==> src/rtl/adder_16b_rr_arb.sv <==
// Two requesters share one 16-bit parallel-prefix adder behind a round-robin arbiter.
// A single result register with valid/ready handshake allows one result per cycle.

module adder_16b_6l (
    input  logic [15:0] a_i,
    input  logic [15:0] b_i,
    output logic [15:0] sum_o,
    output logic        cout_o
);
    logic [15:0] p_bit;
    logic [15:0] g_acc;
    logic [15:0] p_acc;
    logic [15:0] g_nxt;
    logic [15:0] p_nxt;

    // Kogge-Stone prefix tree: four combine levels at spans 1, 2, 4, 8; carry-in is zero.
    always_comb begin
        // NOTE: blocking assignments here so each level reads the previous level's value in order.
        p_bit = a_i ^ b_i;
        g_acc = a_i & b_i;
        p_acc = p_bit;
        g_nxt = g_acc;
        p_nxt = p_acc;
        for (int lvl = 0; lvl < 4; lvl++) begin
            g_nxt = g_acc;
            p_nxt = p_acc;
            for (int i = (1 << lvl); i < 16; i++) begin
                g_nxt[i] = g_acc[i] | (p_acc[i] & g_acc[i - (1 << lvl)]);
                p_nxt[i] = p_acc[i] & p_acc[i - (1 << lvl)];
            end
            g_acc = g_nxt;
            p_acc = p_nxt;
        end
        sum_o  = p_bit ^ {g_acc[14:0], 1'b0};
        cout_o = g_acc[15];
    end
endmodule

module adder_16b_rr_arb #(
    parameter int PRIO_RESET = 0
) (
    input  logic        clk,
    input  logic        rst,
    input  logic        req0_valid,
    input  logic [15:0] req0_a,
    input  logic [15:0] req0_b,
    output logic        req0_ready,
    input  logic        req1_valid,
    input  logic [15:0] req1_a,
    input  logic [15:0] req1_b,
    output logic        req1_ready,
    output logic        res_valid,
    input  logic        res_ready,
    output logic [15:0] res_sum,
    output logic        res_cout,
    output logic        res_id,
    output logic [15:0] ops0_cnt,
    output logic [15:0] ops1_cnt
);
    typedef enum logic {EMPTY = 1'b0, FULL = 1'b1} state_e;

    state_e      state_q;
    logic [15:0] sum_q;
    logic        cout_q;
    logic        id_q;
    logic        last_served_q;
    logic [15:0] ops0_q;
    logic [15:0] ops1_q;

    logic        can_accept;
    logic        grant_vld;
    logic        grant_id;
    logic        xfer;
    logic [15:0] op_a;
    logic [15:0] op_b;
    logic [15:0] sum_d;
    logic        cout_d;

    assign can_accept = (state_q == EMPTY) || res_ready;

    always_comb begin
        // NOTE: every always_comb output gets a default first so no path infers a latch.
        grant_vld = req0_valid || req1_valid;
        grant_id  = 1'b0;
        if (req0_valid && req1_valid) begin
            grant_id = ~last_served_q;
        end else if (req1_valid) begin
            grant_id = 1'b1;
        end
    end

    // Reset blocks acceptance so nothing is lost in a cycle that is being cleared.
    assign xfer       = grant_vld && can_accept && !rst;
    assign req0_ready = xfer && (grant_id == 1'b0);
    assign req1_ready = xfer && (grant_id == 1'b1);

    assign op_a = grant_id ? req1_a : req0_a;
    assign op_b = grant_id ? req1_b : req0_b;

    adder_16b_6l u_adder (
        .a_i    (op_a),
        .b_i    (op_b),
        .sum_o  (sum_d),
        .cout_o (cout_d)
    );

    always_ff @(posedge clk) begin
        // NOTE: sequential state uses non-blocking assignments only.
        if (rst) begin
            state_q       <= EMPTY;
            sum_q         <= 16'h0000;
            cout_q        <= 1'b0;
            id_q          <= 1'b0;
            last_served_q <= (PRIO_RESET == 0);
            ops0_q        <= 16'h0000;
            ops1_q        <= 16'h0000;
        end else if (xfer) begin
            state_q       <= FULL;
            sum_q         <= sum_d;
            cout_q        <= cout_d;
            id_q          <= grant_id;
            last_served_q <= grant_id;
            if (grant_id) begin
                ops1_q <= ops1_q + 16'd1;
            end else begin
                ops0_q <= ops0_q + 16'd1;
            end
        end else if (state_q == FULL && res_ready) begin
            state_q <= EMPTY;
        end
    end

    assign res_valid = (state_q == FULL);
    assign res_sum   = sum_q;
    assign res_cout  = cout_q;
    assign res_id    = id_q;
    assign ops0_cnt  = ops0_q;
    assign ops1_cnt  = ops1_q;
endmodule
==> config.mk <==
export PLATFORM = sky130hd
export DESIGN_NAME = adder_16b_rr_arb
export DESIGN_NICKNAME = d
export VERILOG_FILES = /design/src/rtl/adder_16b_rr_arb.sv
export SDC_FILE = /design/constraint.sdc
export NUM_CORES = 1
export LEC_CHECK = 0
export CORE_MARGIN = 3
export CORE_UTILIZATION = 45
export CTS_BUF_LIST = sky130_fd_sc_hd__clkbuf_16
export DETAILED_ROUTE_END_ITERATION = 8
export PLACE_DENSITY_LB_ADDON = 0.08
export SLEW_MARGIN = 40
export SYNTH_ARGS = -nofsm -noshare
export SYNTH_HDL_FRONTEND = slang
export SYNTH_SLANG_ARGS = --single-unit
==> constraint.sdc <==
create_clock -name clk -period 3.8 [get_ports clk]
set_clock_uncertainty 0.1 [all_clocks]
set_input_delay 0.38 -clock clk [delete_from_list [all_inputs] [get_ports clk]]
set_output_delay 0.38 -clock clk [all_outputs]
set_load 0.05 [all_outputs]
# Yosys cells after proc, flatten, opt, wreduce, memory -nomap -nowiden
# Cells that the tools add are included.
# W data, S select, Z words.
classes:
  addsub: 2
  mul: 0
  div: 0
  order_cmp: 0
  n_eq_ne: 0
  shift: 0
  n_mux: 6
  n_bitwise: 138
  n_reduce_logical: 12
op_table:
  columns: ["op", "count"]
  rows:
  - ["$and A1 B1 Y1", 83]
  - ["$or A1 B1 Y1", 49]
  - ["$add A16 B1 Y16 const B", 2]
  - ["$mux W16", 2]
  - ["$xor A16 B16 Y16", 2]
  - ["$and A16 B16 Y16", 1]
  - ["$logic_and A1 B1 Y1", 6]
  - ["$mux W1", 4]
  - ["$reduce_and A2 Y1", 2]
  - ["$not A1 Y1", 3]
  - ["$logic_or A1 B1 Y1", 2]
  - ["$reduce_bool A2 Y1", 1]
  - ["$logic_not A1 Y1", 1]
totals:
  ff_bits: 52
  latchBits: 0
  ram_bits: 0
  romBits: 0
  output_inout_bits: 53
  wordCells: 165
  memories: 0

# Depth between registers and ports, before layout
# Gate-level depths: netlist of run 1.
logic_depth:
  ltp_word: 12
  depth_mapped: 10
  depth_no_buf: 9

# Hierarchy
# From an unflattened synthesis of run 1, not the netlist that was laid out.
unflattened:
  cells_unflattened: 418
  hier_area_um2: 3465.8
modules_own_cells:
  columns: ["module", "instances", "cells_each", "area_per_inst_um2"]
  rows:
  - ["adder_16b_rr_arb", 1, 297, 2590.0]
  - ["adder_16b_6l", 1, 121, 875.8]

# Worst setup path after synthesis of run 1
# No wires, ideal clock.
synth_path:
  path_kind: "input to register"
  from: "input req1_valid"
  to: "register sum_q[14], in the netlist res_sum[14]"
  arrival_ps: 2830
  t_required_ps: 3583
  setup_slack_ps: 752
  stages: 10
  n_path_buf: 1
  path_cell_list: "a21boi_4 > buf_2 > mux2_2 > ha_1 > fa_1 > a21o_1 > a311o_1 > nand4_1 > nand3b_1 > a32o_1"
synth_between:
  elab_chain_len: 12
synth_lines:
  columns: ["item", "line", "rtl"]
  rows:
  - ["start: declaration", "48", "input logic req1_valid,"]
  - ["$mux W1 / $logic_and A1 B1 Y1 (equally long branches)", "87, 85", null]
  - ["$mux W1", "85", "if (req0_valid && req1_valid) begin"]
  - ["$mux W16 (on tied branches)", "97, 98", null]
  - ["$xor A16 B16 Y16 / $and A16 B16 Y16 (equally long branches)", "19, 20", null]
  - ["$and A1 B1 Y1", "28", "g_nxt[i] = g_acc[i] | (p_acc[i] & g_acc[i - (1 << lvl)]);"]
  - ["$or A1 B1 Y1", "28", null]
  - ["$and A1 B1 Y1", "28", null]
  - ["$or A1 B1 Y1", "28", null]
  - ["$and A1 B1 Y1 / $or A1 B1 Y1 (equally long branches)", "28", null]
  - ["$or A1 B1 Y1 / $and A1 B1 Y1 (equally long branches)", "28", null]
  - ["$or A1 B1 Y1", "28", null]
  - ["$xor A16 B16 Y16", "34", "sum_o = p_bit ^ {g_acc[14:0], 1'b0};"]
  - ["end signal: assignment", "119", "sum_q <= sum_d;"]
  - ["end: declaration", "63", "logic [15:0] sum_q;"]
# Several ways; a longest one is shown, not always the timed one.
# A chain may end at the register's enable or synchronous reset.

# Worst setup path after layout of run 1
layout_path:
  from: "input req0_valid"
  to: "register sum_q[14], in the netlist res_sum[14]"
layout_between:
  elab_chain_len: 12
layout_lines:
  columns: ["item", "line", "rtl"]
  rows:
  - ["start: declaration", "44", "input logic req0_valid,"]
  - ["$logic_and A1 B1 Y1", "85", null]
  - ["$mux W1", "85", null]
  - ["$mux W16 (on tied branches)", "97, 98", null]
  - ["$xor A16 B16 Y16 / $and A16 B16 Y16 (equally long branches)", "19, 20", null]
  - ["$and A1 B1 Y1", "28", null]
  - ["$or A1 B1 Y1", "28", null]
  - ["$and A1 B1 Y1", "28", null]
  - ["$or A1 B1 Y1", "28", null]
  - ["$and A1 B1 Y1 / $or A1 B1 Y1 (equally long branches)", "28", null]
  - ["$or A1 B1 Y1 / $and A1 B1 Y1 (equally long branches)", "28", null]
  - ["$or A1 B1 Y1", "28", null]
  - ["$xor A16 B16 Y16", "34", null]
# Several ways; a longest one is shown, not always the timed one.

==> results of run 1 <==
[synth_stat cells, types with 2 or more instances]
cell	instances	area [um2]
nor4_1	4	25.02
a22o_1	2	17.52
nand4_1	16	100.1
or3_1	5	31.28
xnor2_1	13	113.9
nand2_1	29	108.9
xor2_1	22	192.7
and3_1	4	25.02
ha_1	18	225.2
nor2_2	2	12.51
nor2_1	35	131.4
o21ai_0	24	120.1
mux2i_1	2	20.02
a311oi_1	2	17.52
and4_1	3	26.28
clkbuf_1	7	26.28
nand3_1	12	60.06
dfxtp_1	52	1041
nor3_1	5	25.02
o211ai_1	3	22.52
buf_2	6	30.03
mux2_2	32	360.4
a21o_1	7	52.55
inv_1	6	22.52
a21oi_1	24	120.1
and2_1	3	18.77
nand2b_1	3	18.77
[worst paths after layout]
kind,from,end,slack (ns)
min reg2reg,res_id,res_id,0.36
min,res_id,res_id,0.36
max,req0_valid,res_sum[14],0.52
max reg2reg,last_served_q,res_sum[14],0.86
[cell type report]
cell class / instances / area share [%]
clock buffer: 5 / 2.638
clock inverter: 2 / 1.266
inverter: 7 / 0.6595
multi-input combinational: 294 / 44.74
sequential: 52 / 21.95
tap: 96 / 2.532
timing repair buffer: 124 / 26.22
[per-layer routing]
layer	up-vias	global-route usage, %	part of all wire (%)	wire, um
met5	-	0	0	0
met4	0	4.397	1.0	84
met3	7	3.563	4.5	364
met2	76	36.73	53	4231
met1	1417	21.67	42	3336
li1	1555	-	-	-
[logic make-up (layout without fill, tap and decap cells)]
kind of cell | after synthesis | in the layout
and+or+nand+nor | 131 | 131
AOI/OAI and AO/OA | 75 | 75
DFF | 52 | 52
xor gates and xnor gates | 35 | 35
muxes | 34 | 34
buffers and inverters | 21 | 138
adders and majority gates | 19 | 19
[worst max-delay path, cell delays in order]
cell and delay (ns):
clkdlybuf4s50_1 0.53, a21boi_4 0.28, buf_12 0.20, mux2_2 0.38, fa_1 0.46, a21o_1 0.23, a311o_1 0.42, nand4_1 0.14
nand3b_1 0.09, a32o_1 0.25
[flip-flops by register name, summed over array words and instances (netlist names)]
register and flops:
res_cout 1, last_served_q 1, res_id 1, res_valid 1
ops1_cnt 16, ops0_cnt 16, res_sum 16
[power groups by stage]
stage | logic, mW | registers (mW) | clock network (mW)
after floorplan | 0.268 | 0.740 | 0
after global placement | 0.595 | 0.616 | 0
after detailed placement | 0.601 | 0.618 | 0
after CTS | 0.604 | 0.606 | 0.573
after global routing | 0.649 | 0.610 | 0.597
final | 0.603 | 0.606 | 0.562
[stage by stage]
step           hold slack [ns]  power, mW
2_1_floorplan           0.3689      1.008
3_3_place_gp            0.3352      1.211
3_5_place_dp            0.3438      1.218
4_1_cts                 0.3625      1.783
5_1_grt                 0.3810      1.856
6_report                0.3582      1.771
==> metrics.md, run 1 <==
| Metric | Value |
|---|---|
| Status | `completed` |
| Hold Crit Class | `reg2reg` |
| Layout cells sized above 1 | `11.78%` |
| Drt total wl | `8016 um` |
| EDFF count, synth | `0` |
| Routability cong. | `0.8377` |
| DRC | `0` |
| Synthesized flop and latch total | `52` |
| Antenna viol nets, final | `0` |
| Largest net degree at the start of global routing | `40` |
| Area of the multi-input gates | `0.002122 mm2` |
| Rows | `30` |
| Routed WL per cell | `13.82 um` |
| Cells after Synth | `367` |
| Initial antenna violation count | `0` |
| CTS tree | `done` |
| Synth-to-layout area growth | `45.98%` |
| Port-buffer cells | `121` |
| Place WS | `0.2295 ns` |
| Slew @ Worst Pin | `0.6263 ns` |
| Largest family of logic cells by synthesized area | `simple AND/OR/NAND/NOR gates` |
| Max-cap violations | `0` |
| Mux contribution to synthesized area | `11.71%` |
| Synth Area in Compound Gates | `14.40%` |
| Part of the power in combinational logic | `34.1%` |
| Initial DRC Count | `69` |
| Post-synthesis net count | `455` |
| Post-CTS setup buffer count | `0` |
| Yosys warns | `0` |
| Max Freq | `304.9 MHz` |
| Final HPWL from detailed placement | `6359 um` |
| NetSw | `552.6 uW` |
| Synth Area in XOR/XNOR | `9.434%` |
| Sw frac | `31.20%` |
| FF/Latch Area | `0.001041 mm2` |
| Clock sink count | `52` |
| Clock power share | `31.7%` |
| GRT overflow | `0` |
| CTS max path bufs | `2` |
| Adder-cell share of the synthesized area | `7.547%` |
| Endpoint class of the critical path | `flop` |
| CTS-repair resized insts | `0` |
| Max transition margin | `57.93%` |
| Dpl cells | `573` |
| Final Max Slew Viols | `0` |
| Core area | `0.006907 mm2` |
| Final Cell Area | `0.004743 mm2` |
| RSZ-0062 raised after global routing | `false` |
| Final setup viols | `0` |
| Final worst setup slack | `0.5197 ns` |
| Worst EP required | `3.88 ns` |
| Post-layout min period | `3.280 ns` |
| Non-Filler Instances | `580` |
| Vias in the first global route | `2948` |
| I/O pins | `122` |
| Pwr dens | `373.3 mW/mm2` |
| Final core occ | `68.68%` |
| Data arrival, critical path | `3.36 ns` |
| Post-synthesis simple-gate area fraction | `22.06%` |
| Initial Util | `47.05%` |
| Vias | `3055` |
| GRT Util Overall | `19.15%` |
| H-tree depth | `2` |
| Worst skew pair latency | `0.28 ns` |
| CTS clk-pin slew, worst paths | `0.06 ns` |
| Commonest cells after routing, fill and taps aside | `120 x clkdlybuf4s50_1, 52 x dfxtp_1, 35 x nor2_1, 32 x mux2_2, 29 x nand2_1` |
| # diodes | `0` |
| Primary FF master, synth | `dfxtp_1` |
| Setup TNS | `0 ns` |
| Fill count | `588` |
| Chip width | `90.98 um` |
| Most common cell after layout, fill and taps aside | `clkdlybuf4s50_1` |
| VDD IR max | `0.0002653 V` |
| Async SR Flop Fraction | `0%` |
| R2r worst-path depth | `9` |
| Num CTS Buffers | `5` |
| DIE AREA | `0.008276 mm2` |
| Register share of total power | `34.2%` |
| Critical Path Fanout Max | `22` |
| First-pass GRT wire length | `13320 um` |
| Syn Area/Cell | `8.854 um2` |
| Internal Power | `1.218 mW` |
| Mapped Area | `0.003249 mm2` |
| Hold Fails Final Rpt | `0` |
| Critical Path Start Type | `input port` |
| Vias per inst | `5.267` |
| Die span in y | `90.98 um` |
| Unique cell type count in the Yosys netlist | `53` |
| Depth of the worst hold-timing path | `1` |
| Seq/Total Area, Yosys | `32.04%` |
| Kind of critical path | `in2reg` |
| Pre-antenna DRT Iters | `4` |
| Dpl cell area | `0.004553 mm2` |
| Pleak | `1.798 nW` |
| Root Buffer | `clkbuf_16` |
| Nets | `572` |
| Final Cycle Share | `86.32%` |
| Cts hold-fix bufs | `0` |
Power figures use the tool's default switching activity.
==> inputs of run 2 (changes only) <==
CORE_UTILIZATION = 48   (was 45)
clock period = 4 ns   (was 3.8 ns; I/O delays follow)
==> metrics.md, run 2 (same netlist as run 1, synthesis figures left out) <==
| Metric | Value |
|---|---|
| R2r worst-path depth | `9` |
| Max-cap violations | `0` |
| Setup TNS | `0 ns` |
| H-tree depth | `2` |
| PnR Total Power | `1.611 mW` |
| Slew @ Worst Pin | `0.7549 ns` |
| # diodes | `0` |
| Pre-antenna DRT Iters | `4` |
| Critical Path Fanout Max | `22` |
| CTS-repair resized insts | `0` |
| CTS clk-pin slew, worst paths | `0.06 ns` |
| DIE AREA | `0.007792 mm2` |
| Dpl cells | `554` |
| Nets | `572` |
| Max incr delay on CP | `0.55 ns` |
| I/O pins | `122` |
| CTS tree | `done` |
| First-pass GRT wire length | `12570 um` |
| Final Cycle Share | `83.21%` |
| Hold Crit Class | `reg2reg` |
| Worst path cell trace | `clkdlybuf4s50_1, a21boi_4, buf_12, mux2_2, fa_1, a21o_1, a311o_1, nand4_1, nand3b_1, a32o_1` |
| Crit-path slowest cell | `clkdlybuf4s50_1` |
| Final Max Slew Viols | `0` |
| Critical Path Start Type | `input port` |
| Cts hold-fix bufs | `0` |
| Chip width | `88.28 um` |
| Vias | `3048` |
| GRT Util Overall | `19.88%` |
| Clock sink count | `52` |
| Vias per inst | `5.423` |
| Fill count | `521` |
| Initial Util | `50.31%` |
| Endpoint class of the critical path | `flop` |
| GRT overflow | `0` |
| FF/Latch Area | `0.001041 mm2` |
| Die span in y | `88.28 um` |
| Data arrival, critical path | `3.41 ns` |
| Pleak | `1.792 nW` |
| VDD IR max | `0.0001733 V` |
| Routed WL per cell | `13.70 um` |
| Final HPWL from detailed placement | `6103 um` |
| Worst EP required | `4.08 ns` |
| Final setup viols | `0` |
| Num CTS Buffers | `5` |
| Core area | `0.006459 mm2` |
| Rows | `29` |
| Post-layout min period | `3.328 ns` |
| Hold Fails Final Rpt | `0` |
| Post-CTS setup buffer count | `0` |
| Initial DRC Count | `72` |
| Routability cong. | `0.8284` |
| Non-Filler Instances | `562` |
| Kind of critical path | `in2reg` |
| DRC | `0` |
| Area of the multi-input gates | `0.002117 mm2` |
| RSZ-0062 raised after global routing | `false` |
| Most common cell after layout, fill and taps aside | `clkdlybuf4s50_1` |
| Layout cells sized above 1 | `11.75%` |
| Largest net degree at the start of global routing | `40` |
| Antenna viol nets, final | `0` |
| Depth of the worst hold-timing path | `2` |
| Commonest cells after routing, fill and taps aside | `120 x clkdlybuf4s50_1, 52 x dfxtp_1, 35 x nor2_1, 32 x mux2_2, 29 x nand2_1` |
| Root Buffer | `clkbuf_16` |
| Vias in the first global route | `2846` |
| Drt total wl | `7700 um` |
| Status | `completed` |
| Port-buffer cells | `121` |
| Pwr dens | `343.3 mW/mm2` |
| Initial antenna violation count | `0` |
| Synth-to-layout area growth | `44.44%` |
| Worst skew pair latency | `0.28 ns` |
| CTS max path bufs | `2` |
| Max transition margin | `49.62%` |
| Max Freq | `300.4 MHz` |
-- run 2: through the flow --
stage | hold slack (ns) | instance area, um2 | worst slack [ns] | util, %
after floorplan | 0.3689 | 3249 | 0.9323 | -
after CTS | 0.3567 | 4693 | 0.6552 | 72.67
final | 0.3519 | 4693 | 0.6716 | 72.67
after detailed placement | 0.3415 | 4529 | 0.3752 | 70.13
after global routing | 0.3696 | 4693 | 0.4974 | 72.67
after global placement | 0.3354 | 4529 | 0.4323 | 70.13
-- run 2: worst paths after layout --
kind,start,end,slack [ns]
worst max-delay path,req0_valid,res_sum[14],0.67
worst min-delay path,res_sum[10],res_sum[10],0.35
worst max register to register,last_served_q,res_sum[14],1.07
worst min register to register,res_sum[10],res_sum[10],0.35
-- run 2: report_power, final --
| group | total, mW | internal (mW) | switching [mW] |
|---|---|---|---|
| Sequential | 0.573 | 0.553 | 0.0195 |
| Clock | 0.471 | 0.292 | 0.180 |
| Combinational | 0.567 | 0.249 | 0.318 |
| Total | 1.61 | 1.09 | 0.518 |
-- run 2: area by class of cell --
| cell class | count | area share, % |
|---|---|---|
| Timing Repair Buffer | 124 | 26.50 |
| Clock inverter | 3 | 0.8264 |
| Clock buffer | 5 | 2.666 |
| Tap cell | 77 | 2.053 |
| Inverter | 7 | 0.6665 |
| Multi-Input combinational cell | 294 | 45.11 |
| Sequential cell | 52 | 22.18 |
-- run 2: metal layers --
layer / wire length (um) / vias up / share of wire, % / global-route usage (%)
met5: 0 / - / 0 / 0
met4: 106 / 0 / 1.4 / 5.082
met3: 372 / 8 / 4.8 / 3.631
met2: 3959 / 80 / 51 / 36.57
met1: 3261 / 1399 / 42 / 23.70
li1: - / 1561 / - / -
-- run 2: worst max-delay path, delay by kind of cell --
kind / cells / cell delay [ns]
buf+inv: 2 / 0.74
mux: 1 / 0.38
compound gates: 4 / 1.19
simple gates: 2 / 0.24
fa+ha+maj: 1 / 0.46
==> inputs of run 3 (changes only) <==
CORE_UTILIZATION = 45   (was 48)
clock period = 3.15 ns   (was 4 ns; I/O delays follow)
==> metrics.md, run 3 (same netlist as run 1, synthesis figures left out) <==
| Metric | Value |
|---|---|
| Antenna viol nets, final | `0` |
| Initial antenna violation count | `0` |
| Endpoint class of the critical path | `flop` |
| Pre-antenna DRT Iters | `4` |
| Dpl cells | `607` |
| Most common cell after layout, fill and taps aside | `clkdlybuf4s50_1` |
| Initial Util | `47.05%` |
| Final worst setup slack | `0.1104 ns` |
| Routability cong. | `0.8782` |
| Top delay family on crit path | `compound AO/OA/AOI/OAI gates` |
| Post-layout min period | `3.040 ns` |
| H-tree depth | `2` |
| Final HPWL from detailed placement | `6686 um` |
| Die span in y | `90.98 um` |
| VDD IR max | `0.0002284 V` |
| Rows | `30` |
| Slew @ Worst Pin | `0.7378 ns` |
| Worst path cell trace | `clkdlybuf4s50_1, a21boi_4, buf_4, mux2_2, fa_1, a21o_1, a311o_1, nand4_1, nand3b_1, a32o_1` |
| Data arrival, critical path | `3.12 ns` |
| Worst skew pair latency | `0.28 ns` |
| # diodes | `0` |
| Non-Filler Instances | `614` |
| WP buf/inv | `2` |
| Synth-to-layout area growth | `53.52%` |
| Final Max Slew Viols | `0` |
| Nets | `606` |
| Vias in the first global route | `3044` |
| Commonest cells after routing, fill and taps aside | `119 x clkdlybuf4s50_1, 52 x dfxtp_1, 36 x buf_4, 35 x nor2_1, 32 x mux2_2` |
| Clock sink count | `52` |
| Largest net degree at the start of global routing | `23` |
| Final core occ | `72.23%` |
| Root Buffer | `clkbuf_16` |
| Pleak | `1.948 nW` |
| Place WS | `-0.1930 ns` |
| Initial DRC Count | `57` |
| Final Cell Area | `0.004989 mm2` |
| Vias | `3183` |
| RSZ-0062 raised after global routing | `false` |
| Kind of critical path | `in2reg` |
| Critical path depth in cells | `10` |
| DIE AREA | `0.008276 mm2` |
| Final setup viols | `0` |
| I/O pins | `122` |
| Num CTS Buffers | `5` |
| Final Cycle Share | `96.50%` |
| CTS tree | `done` |
| Port-buffer cells | `121` |
| Crit-path slowest cell | `clkdlybuf4s50_1` |
| Routed WL per cell | `13.56 um` |
| Hold Crit Class | `reg2reg` |
| Pwr dens | `415.2 mW/mm2` |
| Max transition margin | `50.76%` |
| First-pass GRT wire length | `13660 um` |
| Critical Path Start Type | `input port` |
| Max-cap violations | `0` |
| Critical Path Fanout Max | `4` |
| GRT overflow | `0` |
| Final hold slack | `0.3513 ns` |
| Max incr delay on CP | `0.47 ns` |
| Layout cells sized above 1 | `18.53%` |
| Worst EP required | `3.23 ns` |
| Drt total wl | `8324 um` |
| CTS max path bufs | `2` |
| DRC | `0` |
| Dpl cell area | `0.004831 mm2` |
| Vias per inst | `5.184` |
| Hold Fails Final Rpt | `0` |
| Status | `completed` |
| Core area | `0.006907 mm2` |
| Chip width | `90.98 um` |
| Depth of the worst hold-timing path | `2` |
| R2r worst-path depth | `9` |
| Post-CTS setup buffer count | `0` |
| Max Freq | `329.0 MHz` |
| CTS clk-pin slew, worst paths | `0.06 ns` |
| GRT Util Overall | `19.57%` |
[run 3: area by class of cell]
type / count / area (um2)
well taps: 96 / 120.1
flip-flops and latches: 52 / 1041
inverters: 7 / 31.28
fillers: 555 / 1918
clock inverters: 2 / 12.51
multi-input cells: 294 / 2137
repair buffers: 158 / 1521
clock buffers: 5 / 125.1
[run 3: metrics by stage]
step / power, mW / TNS (ns)
2_1_floorplan: 1.217 / 0
3_3_place_gp: 1.550 / -0.8420
3_5_place_dp: 1.562 / -1.278
4_1_cts: 2.078 / 0
5_1_grt: 2.181 / 0
6_report: 2.071 / 0
[run 3: layer usage]
layer | part of all wire, % | routed length, um | track usage, % | up-vias
met4 | 1.7 | 144 | 5.528 | 0
met3 | 4.8 | 400 | 3.728 | 12
met2 | 52 | 4292 | 36.17 | 85
met1 | 42 | 3487 | 22.80 | 1458
met5 | 0 | 0 | 0 | -
li1 | - | - | - | 1628
[run 3: worst reg2reg max path, cell delays in order (launching register included)]
cell,delay (ns)
dfxtp_1,0.35
a21boi_4,0.18
buf_4,0.17
mux2_2,0.37
fa_1,0.47
a21o_1,0.21
a311o_1,0.42
nand4_1,0.15
nand3b_1,0.09
a32o_1,0.24
[run 3: power breakdown]
group	internal [mW]	leakage (nW)	switching, mW
registers	0.703	0.424	0.0291
clock network	0.288	0.0657	0.226
logic	0.392	1.46	0.432
[run 3: repair_timing]
| item | CTS | global route |
|---|---|---|
| hold buffers | 0 | 0 |
| endpoints found under the setup margin | 0 | 6 |
| gates resized for setup | 0 | 5 |
[run 3: path summary, 6_finish.rpt]
path	start	to	slack [ns]
setup reg to reg	last_served_q	res_sum[14]	0.30
setup / recovery	req1_valid	res_sum[14]	0.11
hold / removal	res_sum[8]	res_sum[8]	0.35
hold reg to reg	res_sum[8]	res_sum[8]	0.35
